[config.mk]
export PLATFORM = sky130hd
export DESIGN_NAME = ps_ureg_bank
export DESIGN_NICKNAME = d
export VERILOG_FILES = /design/src/rtl/ps_ureg_pkg.sv /design/src/rtl/ps_pc_stack.sv /design/src/rtl/ps_ureg_bank.sv
export SDC_FILE = /design/constraint.sdc
export NUM_CORES = 1
export LEC_CHECK = 0
export CAP_MARGIN = 20
export CORE_MARGIN = 1
export CORE_UTILIZATION = 33
export CTS_BUF_LIST = sky130_fd_sc_hd__clkbuf_4
export CTS_CLUSTER_DIAMETER = 150
export DETAILED_ROUTE_END_ITERATION = 6
export PLACE_DENSITY_LB_ADDON = 0.1
export SLEW_MARGIN = 10
export SYNTH_ARGS = -nofsm -noshare
export SYNTH_HDL_FRONTEND = slang
export SYNTH_SLANG_ARGS = --single-unit
[constraint.sdc]
create_clock -name clk -period 13.7 [get_ports clk]
set_input_delay 2.74 -clock clk [delete_from_list [all_inputs] [get_ports clk]]
set_output_delay 2.74 -clock clk [all_outputs]
set_load 0.05 [all_outputs]
[src/rtl/ps_ureg_pkg.sv]
// ps_ureg_pkg: shared constants for the program-sequencer ureg bank.
// Holds local register addresses, STKY bit positions and the default width.
package ps_ureg_pkg;

  localparam int PS_DATA_W = 16;

  // Local 5-bit addresses inside groups 0110/0111
  localparam logic [4:0] PS_IDLE   = 5'h00;
  localparam logic [4:0] PS_FADDR  = 5'h01;
  localparam logic [4:0] PS_PCSTK  = 5'h04;
  localparam logic [4:0] PS_PCSTKP = 5'h05;
  localparam logic [4:0] PS_LADDR  = 5'h06;
  localparam logic [4:0] PS_LCNTR  = 5'h08;
  localparam logic [4:0] PS_MODE1  = 5'h11;
  localparam logic [4:0] PS_STKY   = 5'h13;

  // Sticky status bits
  localparam int STKY_W   = 2;
  localparam int STKY_OVF = 0;
  localparam int STKY_UNF = 1;

  // Sticky update: a set event in the same cycle as a clear keeps the bit set
  function automatic logic [STKY_W-1:0] stky_next(
    input logic [STKY_W-1:0] cur,
    input logic [STKY_W-1:0] set,
    input logic [STKY_W-1:0] clr
  );
    return (cur & ~clr) | set;
  endfunction

endpackage

[src/rtl/ps_pc_stack.sv]
// ps_pc_stack: PC-stack LIFO with push, pop and same-cycle replace-top.
// Produces single-cycle overflow/underflow pulses for the sticky register.
module ps_pc_stack
  import ps_ureg_pkg::*;
#(
  parameter int DATA_W    = PS_DATA_W,
  parameter int STK_DEPTH = 8,
  parameter int PTR_W     = $clog2(STK_DEPTH) + 1
) (
  input  logic              clk,
  input  logic              rst,
  input  logic              i_push,
  input  logic              i_pop,
  input  logic [DATA_W-1:0] i_data,
  output logic [DATA_W-1:0] o_top,
  output logic [PTR_W-1:0]  o_ptr,
  output logic              o_empty,
  output logic              o_full,
  output logic              o_ovf,
  output logic              o_unf
);

  localparam int IDX_W = $clog2(STK_DEPTH);

  logic [DATA_W-1:0] r_mem [STK_DEPTH];
  logic [PTR_W-1:0]  r_ptr;

  logic [PTR_W-1:0]  w_ptr_m1;
  logic [PTR_W-1:0]  w_ptr_p1;
  logic [IDX_W-1:0]  w_top_idx;
  logic              w_empty;
  logic              w_full;
  logic              w_wr_en;
  logic [IDX_W-1:0]  w_wr_idx;
  logic [PTR_W-1:0]  w_ptr_nxt;
  logic              w_ovf;
  logic              w_unf;

  assign w_ptr_m1  = r_ptr - {{(PTR_W-1){1'b0}}, 1'b1};
  assign w_ptr_p1  = r_ptr + {{(PTR_W-1){1'b0}}, 1'b1};
  // When full, ptr-1 low bits still address the last entry correctly
  assign w_top_idx = w_ptr_m1[IDX_W-1:0];
  assign w_empty   = (r_ptr == {PTR_W{1'b0}});
  assign w_full    = (r_ptr == PTR_W'(STK_DEPTH));

  // Next-state decode for push / pop / replace-top and status pulses
  always_comb begin
    w_wr_en   = 1'b0;
    w_wr_idx  = r_ptr[IDX_W-1:0];
    w_ptr_nxt = r_ptr;
    w_ovf     = 1'b0;
    w_unf     = 1'b0;
    case ({i_push, i_pop})
      2'b10: begin
        if (w_full) begin
          w_ovf = 1'b1;
        end else begin
          w_wr_en   = 1'b1;
          w_ptr_nxt = w_ptr_p1;
        end
      end
      2'b01: begin
        if (w_empty) begin
          w_unf = 1'b1;
        end else begin
          w_ptr_nxt = w_ptr_m1;
        end
      end
      2'b11: begin
        if (w_empty) begin
          // Nothing to replace: the push lands, the pop is an underflow
          w_wr_en   = 1'b1;
          w_ptr_nxt = w_ptr_p1;
          w_unf     = 1'b1;
        end else begin
          w_wr_en  = 1'b1;
          w_wr_idx = w_top_idx;
        end
      end
      default: begin
        w_wr_en = 1'b0;
      end
    endcase
  end

  // Stack pointer and entry storage
  always_ff @(posedge clk or posedge rst) begin
    if (rst) begin
      r_ptr <= {PTR_W{1'b0}};
      for (int i = 0; i < STK_DEPTH; i++) begin
        r_mem[i] <= {DATA_W{1'b0}};
      end
    end else begin
      r_ptr <= w_ptr_nxt;
      if (w_wr_en) begin
        r_mem[w_wr_idx] <= i_data;
      end
    end
  end

  assign o_top   = w_empty ? {DATA_W{1'b0}} : r_mem[w_top_idx];
  assign o_ptr   = r_ptr;
  assign o_empty = w_empty;
  assign o_full  = w_full;
  assign o_ovf   = w_ovf;
  assign o_unf   = w_unf;

endmodule

[src/rtl/ps_ureg_bank.sv]
// ps_ureg_bank: sequencer universal-register bank (responder side).
// Decodes local write addresses, holds LADDR/LCNTR/MODE1/STKY, owns the
// PC stack and drives the combinational read mux onto the ureg bus.
module ps_ureg_bank
  import ps_ureg_pkg::*;
#(
  parameter int DATA_W    = PS_DATA_W,
  parameter int STK_DEPTH = 8,
  parameter int PTR_W     = $clog2(STK_DEPTH) + 1
) (
  input  logic              clk,
  input  logic              rst,
  input  logic              ps_wrt_en,
  input  logic [4:0]        ps_wrt_add,
  input  logic [DATA_W-1:0] ps_wrt_data,
  input  logic [4:0]        ps_rd_add,
  output logic [DATA_W-1:0] ps_rd_data,
  input  logic              ps_stk_pop,
  input  logic              ps_lcntr_dec,
  input  logic [DATA_W-1:0] ps_faddr_in,
  output logic [DATA_W-1:0] ps_pcstk_top,
  output logic              ps_stk_empty,
  output logic              ps_stk_full,
  output logic              ps_lcntr_zero,
  output logic [DATA_W-1:0] ps_mode1
);

  logic [DATA_W-1:0] r_laddr;
  logic [DATA_W-1:0] r_lcntr;
  logic [DATA_W-1:0] r_mode1;
  logic [STKY_W-1:0] r_stky;

  logic              w_wr_pcstk;
  logic              w_wr_laddr;
  logic              w_wr_lcntr;
  logic              w_wr_mode1;
  logic              w_wr_stky;
  logic [DATA_W-1:0] w_top;
  logic [PTR_W-1:0]  w_ptr;
  logic              w_ovf;
  logic              w_unf;
  logic              w_lcntr_zero;
  logic [STKY_W-1:0] w_stky_set;
  logic [STKY_W-1:0] w_stky_clr;

  assign w_wr_pcstk = ps_wrt_en & (ps_wrt_add == PS_PCSTK);
  assign w_wr_laddr = ps_wrt_en & (ps_wrt_add == PS_LADDR);
  assign w_wr_lcntr = ps_wrt_en & (ps_wrt_add == PS_LCNTR);
  assign w_wr_mode1 = ps_wrt_en & (ps_wrt_add == PS_MODE1);
  assign w_wr_stky  = ps_wrt_en & (ps_wrt_add == PS_STKY);

  ps_pc_stack #(
    .DATA_W    (DATA_W),
    .STK_DEPTH (STK_DEPTH),
    .PTR_W     (PTR_W)
  ) u_pc_stack (
    .clk     (clk),
    .rst     (rst),
    .i_push  (w_wr_pcstk),
    .i_pop   (ps_stk_pop),
    .i_data  (ps_wrt_data),
    .o_top   (w_top),
    .o_ptr   (w_ptr),
    .o_empty (ps_stk_empty),
    .o_full  (ps_stk_full),
    .o_ovf   (w_ovf),
    .o_unf   (w_unf)
  );

  assign w_lcntr_zero = (r_lcntr == {DATA_W{1'b0}});

  assign w_stky_set = {w_unf, w_ovf};
  assign w_stky_clr = w_wr_stky ? ps_wrt_data[STKY_W-1:0] : {STKY_W{1'b0}};

  // Loop address and MODE1 are plain load registers
  always_ff @(posedge clk or posedge rst) begin
    if (rst) begin
      r_laddr <= {DATA_W{1'b0}};
      r_mode1 <= {DATA_W{1'b0}};
    end else begin
      if (w_wr_laddr) begin
        r_laddr <= ps_wrt_data;
      end
      if (w_wr_mode1) begin
        r_mode1 <= ps_wrt_data;
      end
    end
  end

  // Loop counter: a write beats a decrement; decrement saturates at zero
  always_ff @(posedge clk or posedge rst) begin
    if (rst) begin
      r_lcntr <= {DATA_W{1'b0}};
    end else if (w_wr_lcntr) begin
      r_lcntr <= ps_wrt_data;
    end else if (ps_lcntr_dec && !w_lcntr_zero) begin
      r_lcntr <= r_lcntr - {{(DATA_W-1){1'b0}}, 1'b1};
    end else begin
      r_lcntr <= r_lcntr;
    end
  end

  // Sticky overflow/underflow flags, write-1-to-clear
  always_ff @(posedge clk or posedge rst) begin
    if (rst) begin
      r_stky <= {STKY_W{1'b0}};
    end else begin
      r_stky <= stky_next(r_stky, w_stky_set, w_stky_clr);
    end
  end

  // Combinational read mux over the local address map
  always_comb begin
    ps_rd_data = {DATA_W{1'b0}};
    case (ps_rd_add)
      PS_FADDR:  ps_rd_data = ps_faddr_in;
      PS_PCSTK:  ps_rd_data = w_top;
      PS_PCSTKP: ps_rd_data = {{(DATA_W-PTR_W){1'b0}}, w_ptr};
      PS_LADDR:  ps_rd_data = r_laddr;
      PS_LCNTR:  ps_rd_data = r_lcntr;
      PS_MODE1:  ps_rd_data = r_mode1;
      PS_STKY:   ps_rd_data = {{(DATA_W-STKY_W){1'b0}}, r_stky};
      default:   ps_rd_data = {DATA_W{1'b0}};
    endcase
  end

  assign ps_pcstk_top  = w_top;
  assign ps_lcntr_zero = w_lcntr_zero;
  assign ps_mode1      = r_mode1;

endmodule

# == After elaboration in Yosys (flattened, before gate mapping) ==
# Index checks and enable logic that the tools add are counted.
# word_totals
register_bits,182
output_inout_bits,51
# op_classes
mux,23
eq_ne,19
reduce_logical,9
order_cmp,3
bitwise_logic,10
add_sub_neg,3
# ops
operator,count
bitwise mux 128 bit,1
case mux 16 bit (7 select lines),1
two-way mux 16 bit,6
binary-select mux 16 bit (select 3 bit),1
demux 16 bit (select 3 bit),1
"equality test 5 x 3 -> 1 bit, second input constant",5
"equality test 5 bit, second input constant",4
zero test 16 bit,1
"subtractor 16 x 1 -> 16 bit, second input constant",1
two-way mux 4 bit,3
case mux 4 bit (3 select lines),1
"equality test 5 x 4 -> 1 bit, second input constant",2
"greater-or-equal comparator 4 bit, second input constant",2
NOT 3 -> 4 bit,2
two-way mux 3 bit,2
AND 1 bit,5
"equality test 5 x 1 -> 1 bit, second input constant",1
two-way mux 1 bit,5
"adder 4 x 1 -> 4 bit, second input constant",1
"equality test 2 bit, second input constant",2
"equality test 4 bit, second input constant",1
zero test 4 bit,1
"< comparator 4 x 1 -> 1 bit, second input constant",1
"!= test 2 bit, second input constant",2
other kinds (14),15

# == Logic depth before layout (Yosys ltp) ==
# Gate-level depths: netlist of run 1.
# logic_depth
ltp_word,10
mapped_depth,10
depth_no_buf,8

# == By module ==
# From an unflattened synthesis of run 1, not the netlist that was laid out.
# hier_totals
cells_unflattened,697
hier_area_um2,9141.3
# modules_own_cells
mod,area_per_inst_um2,seq_area_each_um2,n_inst,cells_each
ps_pc_stack,6392.4,3303.2,1,434
ps_ureg_bank,2748.9,1251.2,1,263

# == Worst setup path before layout of run 1 ==
# OpenSTA, ideal clock, no wires.
# synth_path
kind,input to output
startpoint,input port ps_rd_add[4]
endpoint,output port ps_rd_data[10]
stages,4
t_arrival_ns,4.413
path_slack_ns,6.547
path_cell_list,nor2_1 nand4_1 clkbuf_1 o21ai_0
# synth_between
elab_chain_len,2
elab_cells_between_ends,8
cone_classes,eq/ne (7); mux (1)
# synth_lines
item,line,rtl
from (decl),ps_ureg_bank.sv:16,"input logic [4:0] ps_rd_add,"
"equality test 5 bit, or another cell as far along",ps_ureg_bank.sv:115,case (ps_rd_add)
case mux 16 bit (7 select lines) (*),ps_ureg_bank.sv:115,
to (decl),ps_ureg_bank.sv:17,"output logic [DATA_W-1:0] ps_rd_data,"
# Mark *: on every way between the ends. The rest lies on a longest branch, timed or not.

# == Worst setup path in the final report of run 1 ==
# layout_path
startpoint,input port ps_rd_add[1]
endpoint,output port ps_rd_data[1]
# The elaborated chain is that of the path after synthesis.

==> qor.json, run 1 <==
{
  "tritoncts": "yes",
  "worst_path_dominant_cell_family": "buffers and inverters",
  "clock_skew_ns": 0.0350,
  "post_cts_resized": 0,
  "synth_warnings": 0,
  "layout-drive-gt1-share": 0.334,
  "detail_route.wirelength_um": 25000,
  "post-cts-setup-buffer-count": 0,
  "hold_buffers": 0,
  "seq_area_frac_synth": 0.498,
  "worst_setup_path_end_kind": "primary output",
  "timing_hold_violations_final": 0,
  "final-setup-viol-count": 0,
  "layout-area-overhead-vs-synth_pct": 18.1,
  "place_inst": 1107,
  "firstDrtPassIters": 6,
  "cts_max_level": 4,
  "final_nets": 809,
  "max-clock-path-buffers": 2,
  "initial_utilization": 0.338,
  "final_cell_mix": "181 x sky130_fd_sc_hd__dfrtp_1, 149 x sky130_fd_sc_hd__mux2_2, 97 x sky130_fd_sc_hd__clkdlybuf4s50_1",
  "place.gp.congestion": 0.802,
  "finalCritPeriodShare": 0.615,
  "fillCellCount": 2550,
  "detail_route.drc_violations": 0,
  "muxShareOfSynthArea": 0.306,
  "core_area_um2": 27100,
  "synth_area_um2": 9150,
  "critical_path.slowest_cell": "sky130_fd_sc_hd__nor4bb_4",
  "pin_count_of_the_biggest_net_entering_global_routing": 107,
  "drtAntennaViolNets": 0,
  "clock_sinks": 182,
  "cp_data_arrival_time_ns": 5.68,
  "timing_max_transition_violations_final": 0,
  "dp_hpwl_um": 16900,
  "synth_top_family_by_area": "multiplexers",
  "source_of_the_worst_register_to_register_timing_path": "u_pc_stack.o_ptr[0]",
  "avgRoutedWirePerCell_um": 21.8,
  "synth-main-ff-cell": "sky130_fd_sc_hd__dfrtp_1",
  "worst-slew-pin-transition_ns": 1.06,
  "io_pins": 98,
  "clock_insertion_delay_worst_skew_ns": 0.58,
  "vias_in_the_first_global_route": 6568,
  "synth_largest_area_cell": "sky130_fd_sc_hd__dfrtp_1",
  "critical_path_required_ns": 10.96,
  "fin_cells": 1145,
  "grt_pass1_wl_um": 39700,
  "worst_ir_drop_vdd_v": 0.0000731,
  "die_w_um": 169,
  "final_cell_area_um2": 10800,
  "die_h_um": 169,
  "die-area_um2": 28400,
  "finalSetupTns_ns": 0,
  "leakage_nw": 4.81,
  "final.hold.worst_slack_ns": 0.504,
  "setup_repair_after_global_routing_missed_its_margin": "no",
  "rows": 60,
  "synth_largest_type_area_fraction": 0.498,
  "route.vias.total": 6056,
  "hold_end": "u_pc_stack.r_mem[88]",
  "avgSynthCellArea_um2": 13.4,
  "outcome": "finished clean",
  "criticalPathCategory": "in -> out",
  "ff2ff_setup_slack_ns": 10.01,
  "hold_path_startpoint": "u_pc_stack.r_mem[88]",
  "synth.top_cells.by_area": "sky130_fd_sc_hd__dfrtp_1 50%, sky130_fd_sc_hd__mux2_2 18%, sky130_fd_sc_hd__mux4_2 7.9%, sky130_fd_sc_hd__mux2i_1 2.4%, sky130_fd_sc_hd__nor2_1 1.9%",
  "place_area_um2": 10400,
  "dp_slack_ns": 5.15,
  "clkSlewWorstSetupHoldPaths_ns": 0.17,
  "synth_simple_gate_area_share": 0.0786,
  "synth_edf_count": 0,
  "iter_0_drt_violations": 278,
  "yosys.area_share.xor_xnor": 0.0115,
  "async_flop_share": 1.00,
  "worstReg2RegEnd": "u_pc_stack.r_mem[118]",
  "r2r.worst_path.cells": 7,
  "critical_path_peak_fanout": 16,
  "syn_inst": 683,
  "synth_compound_area_frac": 0.0671,
  "total_congestion_overflow": 0,
  "worstPathBufferInverterCount": 2,
  "timing.critical_path.from_type": "primary input",
  "path_cells": "clkdlybuf4s50_1 -> nor2_1 -> nor4bb_4 -> a221oi_1 -> o211ai_1 -> clkdlybuf4s50_1",
  "slew_headroom": 0.292,
  "holdPathStages": 1,
  "critical-path-max-stage-delay_ns": 0.97,
  "final_common_cell": "sky130_fd_sc_hd__dfrtp_1",
  "synthesis.nets": 733,
  "yosysUniqueCellTypes": 60,
  "maxCapViolCount": 0,
  "synth.ff_latch_count": 182,
  "avgViaCountPerCell": 5.29,
  "max_clock_freq_ghz": 0.119,
  "final.min_clock_period_ns": 8.42,
  "cts_root_buffer": "sky130_fd_sc_hd__clkbuf_4",
  "layout_setup_ws_ns": 5.28,
  "post-route-util": 0.399,
  "placement.io_buffers": 97,
  "total_power_mw": 1.82,
  "tritoncts.num_buffers": 17,
  "path_common_cell": "sky130_fd_sc_hd__clkdlybuf4s50_1",
  "powerDensity_nw_per_um2": 168,
  "grt_antenna_before_repair": 2,
  "grt_usage": 0.187,
  "synth_adder_area_share": 0.00410,
  "min_path_type": "reg -> reg"
}
[kinds of logic (layout without fill, tap and decap cells)]
| family | after synthesis | in the layout |
|---|---|---|
| fa+ha+maj | 3 | 3 |
| buf+inv | 60 | 149 |
| flops | 182 | 182 |
| other cells | 0 | 1 |
| compound gates | 86 | 86 |
| xor+xnor | 12 | 12 |
| mux | 216 | 216 |
| simple gates | 124 | 124 |
[flip-flops by register name (all words and copies together) (netlist names)]
signal / cells
u_pc_stack.r_mem: 128
ps_mode1: 16
r_laddr: 16
r_lcntr: 16
u_pc_stack.o_ptr: 4
r_stky: 2
[cell usage after synthesis (2+ instances only)]
master                      instances
sky130_fd_sc_hd__a22oi_1            4
sky130_fd_sc_hd__mux2_2           149
sky130_fd_sc_hd__nand4bb_1          2
sky130_fd_sc_hd__clkbuf_1          31
sky130_fd_sc_hd__nor4_1             4
sky130_fd_sc_hd__mux2_4            10
sky130_fd_sc_hd__nand2_1           14
sky130_fd_sc_hd__ha_1               3
sky130_fd_sc_hd__a22o_1            15
sky130_fd_sc_hd__nor2_1            46
sky130_fd_sc_hd__a21bo_2            2
sky130_fd_sc_hd__inv_1              6
sky130_fd_sc_hd__mux2i_1           22
sky130_fd_sc_hd__nand2_2            4
sky130_fd_sc_hd__nor3b_4            3
sky130_fd_sc_hd__o21ai_0           19
sky130_fd_sc_hd__nor3b_1            2
sky130_fd_sc_hd__a21oi_1           13
sky130_fd_sc_hd__a221oi_1          14
sky130_fd_sc_hd__xnor2_1            5
sky130_fd_sc_hd__nand3_1            8
sky130_fd_sc_hd__mux4_2            32
sky130_fd_sc_hd__buf_1              3
sky130_fd_sc_hd__nor3_1             8
sky130_fd_sc_hd__nand3b_1           4
sky130_fd_sc_hd__nand2b_1           5
sky130_fd_sc_hd__and4b_1            2
sky130_fd_sc_hd__or3_1              4
sky130_fd_sc_hd__buf_6              8
sky130_fd_sc_hd__o211ai_1           6
sky130_fd_sc_hd__dfrtp_1          182
sky130_fd_sc_hd__a31oi_1            5
sky130_fd_sc_hd__mux2_1             3
sky130_fd_sc_hd__nand4_1            3
sky130_fd_sc_hd__buf_2              9
sky130_fd_sc_hd__a222oi_1           2
sky130_fd_sc_hd__nor3b_2            2
sky130_fd_sc_hd__xor2_1             7
[layout make-up]
cell class,count,area [µm²],share of cell area
antenna,1,2.50,0.000232
clock buffer,17,128,0.0118
clock inverter,15,168,0.0155
inverter,7,31.3,0.00290
multi-input combinational,441,4320,0.400
sequential,182,4560,0.422
tap,372,465,0.0431
timing repair buffer,110,1140,0.105
[worst max-delay path by stage]
| stage | from | end | cells past startpoint |
|---|---|---|---|
| 2_1_floorplan | rst | ps_mode1[0] | 1 |
| 3_3_place_gp | ps_rd_add[2] | ps_rd_data[11] | 7 |
| 3_5_place_dp | ps_rd_add[2] | ps_rd_data[12] | 7 |
| 4_1_cts | ps_rd_add[2] | ps_rd_data[12] | 7 |
| 5_1_grt | ps_rd_add[1] | ps_rd_data[1] | 6 |
| 6_report | ps_rd_add[1] | ps_rd_data[1] | 6 |
[power by group]
part | switching, mW | internal, mW | total, mW
registers | 0.103 | 0.656 | 0.758
logic | 0.422 | 0.330 | 0.751
clock network | 0.210 | 0.0986 | 0.308
[metal layers]
| metal | GRT usage | wire length, µm | vias up |
|---|---|---|---|
| li1 | - | - | 2692 |
| met1 | 0.250 | 11500 | 3180 |
| met2 | 0.311 | 12200 | 153 |
| met3 | 0.0313 | 903 | 31 |
| met4 | 0.0545 | 397 | 0 |
| met5 | 0 | 0 | - |
No activity file was read; power rests on OpenSTA's default activity.
==> run 2, diff against run 1 <==
==> constraint.sdc (replaced) <==
create_clock -name clk -period 8.65 [get_ports clk]
set_input_delay 1.73 -clock clk [delete_from_list [all_inputs] [get_ports clk]]
set_output_delay 1.73 -clock clk [all_outputs]
set_load 0.05 [all_outputs]
==> qor.json, run 2 (same netlist as run 1, synthesis figures left out) <==
{
  "place_area_um2": 10400,
  "layout_setup_ws_ns": 2.25,
  "grt_antenna_before_repair": 1,
  "largest_reg_flops": 128,
  "layout-drive-gt1-share": 0.333,
  "worst_setup_path_end_kind": "primary output",
  "post-cts-setup-buffer-count": 0,
  "final_cell_mix": "181 x sky130_fd_sc_hd__dfrtp_1, 149 x sky130_fd_sc_hd__mux2_2, 97 x sky130_fd_sc_hd__clkdlybuf4s50_1",
  "hold_buffers": 0,
  "powerDensity_nw_per_um2": 268,
  "gr-usage-met1": 0.243,
  "grt_usage": 0.185,
  "max-clock-path-buffers": 2,
  "busiest_layer": "met2",
  "post_cts_resized": 0,
  "max_flop_register": "u_pc_stack.r_mem",
  "finalCritPeriodShare": 0.740,
  "leakage_nw": 4.78,
  "clock_insertion_delay_worst_skew_ns": 0.58,
  "ff2ff_setup_slack_ns": 5.41,
  "clkSlewWorstSetupHoldPaths_ns": 0.16,
  "cts_max_level": 4,
  "timing_max_transition_violations_final": 0,
  "max_clock_freq_ghz": 0.156,
  "worstReg2RegEnd": "u_pc_stack.r_mem[67]",
  "final_cell_area_um2": 10800,
  "post-route-util": 0.397,
  "avgViaCountPerCell": 5.23,
  "final_common_cell": "sky130_fd_sc_hd__dfrtp_1",
  "timing.critical_path.from_type": "primary input",
  "vias_in_the_first_global_route": 6406,
  "grt_pass1_wl_um": 39300,
  "cts_root_buffer": "sky130_fd_sc_hd__clkbuf_4",
  "core_area_um2": 27100,
  "critical_path_required_ns": 6.92,
  "die_w_um": 169,
  "final_nets": 808,
  "maxCapViolCount": 0,
  "critical_path_peak_fanout": 16,
  "final.min_clock_period_ns": 6.40,
  "dp_hpwl_um": 17000,
  "final-setup-viol-count": 0,
  "place.gp.congestion": 0.801,
  "avgRoutedWirePerCell_um": 21.7,
  "initial_utilization": 0.338,
  "drtAntennaViolNets": 0,
  "placement.io_buffers": 97,
  "rows": 60,
  "timing_hold_violations_final": 0,
  "criticalPathCategory": "in -> out",
  "holdPathStages": 1,
  "groute.layer.met3.usage": 0.0351,
  "total_congestion_overflow": 0,
  "cp_data_arrival_time_ns": 4.67,
  "pin_count_of_the_biggest_net_entering_global_routing": 107,
  "setup_repair_after_global_routing_missed_its_margin": "no",
  "r2r.worst_path.cells": 7,
  "hold_path_startpoint": "u_pc_stack.r_mem[88]",
  "min_path_type": "reg -> reg",
  "tritoncts.num_buffers": 17,
  "layout-area-overhead-vs-synth_pct": 17.6,
  "clock_sinks": 182,
  "dp_slack_ns": 2.15,
  "die-area_um2": 28400,
  "tritoncts": "yes",
  "route.vias.total": 5983,
  "finalSetupTns_ns": 0,
  "detail_route.wirelength_um": 24900,
  "source_of_the_worst_register_to_register_timing_path": "u_pc_stack.o_ptr[0]",
  "slew_headroom": 0.256,
  "outcome": "finished clean",
  "clock_skew_ns": 0.0382,
  "io_pins": 98,
  "die_h_um": 169,
  "firstDrtPassIters": 5,
  "worst-slew-pin-transition_ns": 1.11,
  "iter_0_drt_violations": 372,
  "hold_end": "u_pc_stack.r_mem[88]",
  "fraction_of_met2_tracks_used_by_global_routing": 0.313,
  "detail_route.drc_violations": 0,
  "worst_ir_drop_vdd_v": 0.0000945
}
-- run 2: stage by stage --
step                      hold slack, ns  cells  total power [mW]
after floorplan                    0.448    683              2.04
final                              0.503   1144              2.89
after global placement             0.462   1108              2.41
after global routing               0.535   1144              3.07
after CTS                          0.510   1140              2.93
after detailed placement           0.472   1108              2.43
-- run 2: area by class of cell --
type / count / area, µm²
diodes: 1 / 2.50
repair buffers: 109 / 1090
inverters: 7 / 31.3
multi-input cells: 441 / 4320
flip-flops and latches: 182 / 4560
well taps: 372 / 465
clock buffers: 18 / 135
fillers: 2541 / 16300
clock inverters: 14 / 163
-- run 2: worst max-delay path by stage --
stage / end / from / cells past startpoint / slack (ns)
after global routing: ps_rd_data[1] / ps_rd_add[1] / 6 / 2.06
after floorplan: ps_mode1[0] / rst / 1 / 1.98
after global placement: ps_rd_data[11] / ps_rd_add[2] / 7 / 2.22
after detailed placement: ps_rd_data[5] / ps_rd_add[2] / 7 / 2.15
after CTS: ps_rd_data[5] / ps_rd_add[2] / 7 / 2.15
final: ps_rd_data[1] / ps_rd_add[1] / 6 / 2.25
-- run 2: power by group --
group	switching [mW]	internal, mW
Clock	0.330	0.160
Sequential	0.162	1.04
Combinational	0.673	0.526
Total	1.16	1.72
-- run 2: routing by layer --
| metal | vias to the layer above | wire, µm |
|---|---|---|
| met5 | - | 0 |
| li1 | 2684 | - |
| met1 | 3147 | 11400 |
| met2 | 129 | 12200 |
| met3 | 23 | 921 |
| met4 | 0 | 308 |
-- run 2: critical path, stage by stage --
cell and delay [ns]:
sky130_fd_sc_hd__clkdlybuf4s50_1 0.48, sky130_fd_sc_hd__nor2_1 0.21, sky130_fd_sc_hd__nor4bb_4 0.96, sky130_fd_sc_hd__a221oi_1 0.26, sky130_fd_sc_hd__o211ai_1 0.17, sky130_fd_sc_hd__clkdlybuf4s50_1 0.86
==> run 3, diff against run 2 <==
==> constraint.sdc (replaced) <==
create_clock -name clk -period 6.7 [get_ports clk]
set_input_delay 1.34 -clock clk [delete_from_list [all_inputs] [get_ports clk]]
set_output_delay 1.34 -clock clk [all_outputs]
set_load 0.05 [all_outputs]
==> qor.json, run 3 (same netlist as run 1, synthesis figures left out) <==
{
  "max_clock_freq_ghz": 0.185,
  "layout-drive-gt1-share": 0.335,
  "clock_sinks": 182,
  "vias_in_the_first_global_route": 6497,
  "criticalPathCategory": "in -> out",
  "min_path_type": "reg -> reg",
  "outcome": "finished clean",
  "ff2ff_setup_slack_ns": 3.56,
  "worst_setup_path_end_kind": "primary output",
  "finalSetupTns_ns": 0,
  "setup_repair_after_global_routing_missed_its_margin": "no",
  "final_cell_mix": "181 x sky130_fd_sc_hd__dfrtp_1, 149 x sky130_fd_sc_hd__mux2_2, 97 x sky130_fd_sc_hd__clkdlybuf4s50_1",
  "dp_hpwl_um": 17200,
  "cts_max_level": 4,
  "max-clock-path-buffers": 2,
  "post_cts_resized": 0,
  "max_flop_register": "u_pc_stack.r_mem",
  "leakage_nw": 4.81,
  "timing_hold_violations_final": 0,
  "critical_path_peak_fanout": 16,
  "core_area_um2": 27100,
  "r2r.worst_path.cells": 8,
  "clock_skew_ns": 0.0388,
  "timing.critical_path.to": "ps_rd_data[0]",
  "iter_0_drt_violations": 332,
  "slew_headroom": 0.352,
  "tritoncts.num_buffers": 17,
  "largest_reg_flops": 128,
  "grt_pass1_wl_um": 39300,
  "drtAntennaViolNets": 0,
  "final-setup-viol-count": 0,
  "critical_path_required_ns": 5.36,
  "grt_antenna_before_repair": 1,
  "timing.critical_path.from_type": "primary input",
  "clkSlewWorstSetupHoldPaths_ns": 0.17,
  "post-cts-setup-buffer-count": 0,
  "source_of_the_worst_register_to_register_timing_path": "u_pc_stack.o_ptr[0]",
  "pin_count_of_the_biggest_net_entering_global_routing": 87,
  "cp_data_arrival_time_ns": 4.08,
  "detail_route.wirelength_um": 25100,
  "layout-area-overhead-vs-synth_pct": 18.1,
  "final_nets": 810,
  "timing_max_transition_violations_final": 0,
  "holdPathStages": 1,
  "tritoncts": "yes",
  "placement.io_buffers": 97,
  "final.min_clock_period_ns": 5.42,
  "firstDrtPassIters": 6,
  "rows": 60,
  "area.sequential_um2": 4560,
  "maxCapViolCount": 0,
  "final_common_cell": "sky130_fd_sc_hd__dfrtp_1",
  "worst-slew-pin-transition_ns": 0.971,
  "multiInputGateArea_um2": 4320,
  "hold_buffers": 0,
  "place.gp.congestion": 0.809,
  "worstReg2RegEnd": "u_pc_stack.r_mem[0]",
  "powerDensity_nw_per_um2": 352,
  "die_w_um": 169,
  "place_area_um2": 10400,
  "clock_insertion_delay_worst_skew_ns": 0.57,
  "detail_route.drc_violations": 0,
  "die_h_um": 169,
  "io_pins": 98,
  "worst_ir_drop_vdd_v": 0.000197,
  "die-area_um2": 28400,
  "grt_usage": 0.185,
  "route.vias.total": 6108,
  "initial_utilization": 0.338,
  "avgRoutedWirePerCell_um": 21.9,
  "total_congestion_overflow": 0,
  "avgViaCountPerCell": 5.33,
  "finalCritPeriodShare": 0.808,
  "cts_root_buffer": "sky130_fd_sc_hd__clkbuf_4",
  "setup.worst_path.start": "ps_rd_add[4]",
  "final_cell_area_um2": 10800,
  "fillCellCount": 2515
}
run 3: cell count changes in the layout (fill, tap and decap cells not counted), sizes merged:
cell	change
buf	+2
bufinv	+2
clkbuf	-1
clkinv	-2
diode	+1
inv	+1
run 3: worst min-delay path by stage:
stage                               startpoint                   end  slack (ns)
final                     u_pc_stack.r_mem[88]  u_pc_stack.r_mem[88]        0.50
after global routing      u_pc_stack.r_mem[62]  u_pc_stack.r_mem[62]        0.54
after CTS                 u_pc_stack.r_mem[88]  u_pc_stack.r_mem[88]        0.51
after detailed placement  u_pc_stack.r_mem[88]  u_pc_stack.r_mem[88]        0.47
after global placement    u_pc_stack.r_mem[87]  u_pc_stack.r_mem[87]        0.46
after floorplan                      r_stky[0]             r_stky[0]        0.45
run 3: worst max-delay path: stages:
cell,delay [ns]
sky130_fd_sc_hd__clkdlybuf4s50_1,0.49
sky130_fd_sc_hd__nor2_1,0.22
sky130_fd_sc_hd__nand4_1,0.67
sky130_fd_sc_hd__o211ai_1,0.48
sky130_fd_sc_hd__clkdlybuf4s50_1,0.86
run 3: report_power, final:
part	switching [mW]	internal, mW	leakage [nW]
sequential	0.213	1.34	2.44
combinational	0.865	0.675	2.20
clock	0.432	0.276	0.170
run 3: metrics by stage:
| stage | setup slack [ns] | instances | hold WS [ns] | total power, mW | utilization |
|---|---|---|---|---|---|
| after floorplan | 0.416 | 683 | 0.448 | 2.64 | - |
| after global placement | 1.36 | 1111 | 0.463 | 3.11 | 0.385 |
| after detailed placement | 1.23 | 1111 | 0.472 | 3.14 | 0.385 |
| after CTS | 1.23 | 1143 | 0.509 | 3.85 | 0.397 |
| after global routing | 1.10 | 1147 | 0.540 | 4.02 | 0.399 |
| final | 1.28 | 1147 | 0.504 | 3.80 | 0.399 |
run 3: final cells by class:
cell class	instances	area share
antenna	2	0.000463
clock buffer	17	0.0118
clock inverter	15	0.0193
inverter	7	0.00290
multi-input combinational	441	0.400
sequential	182	0.422
tap	372	0.0431
timing repair buffer	111	0.101
run 3: layer usage:
layer / vias up / track usage / routed length (µm)
li1: 2701 / - / -
met1: 3239 / 0.243 / 11400
met2: 150 / 0.315 / 12500
met3: 18 / 0.0337 / 912
met4: 0 / 0.0447 / 302
met5: - / 0 / 0
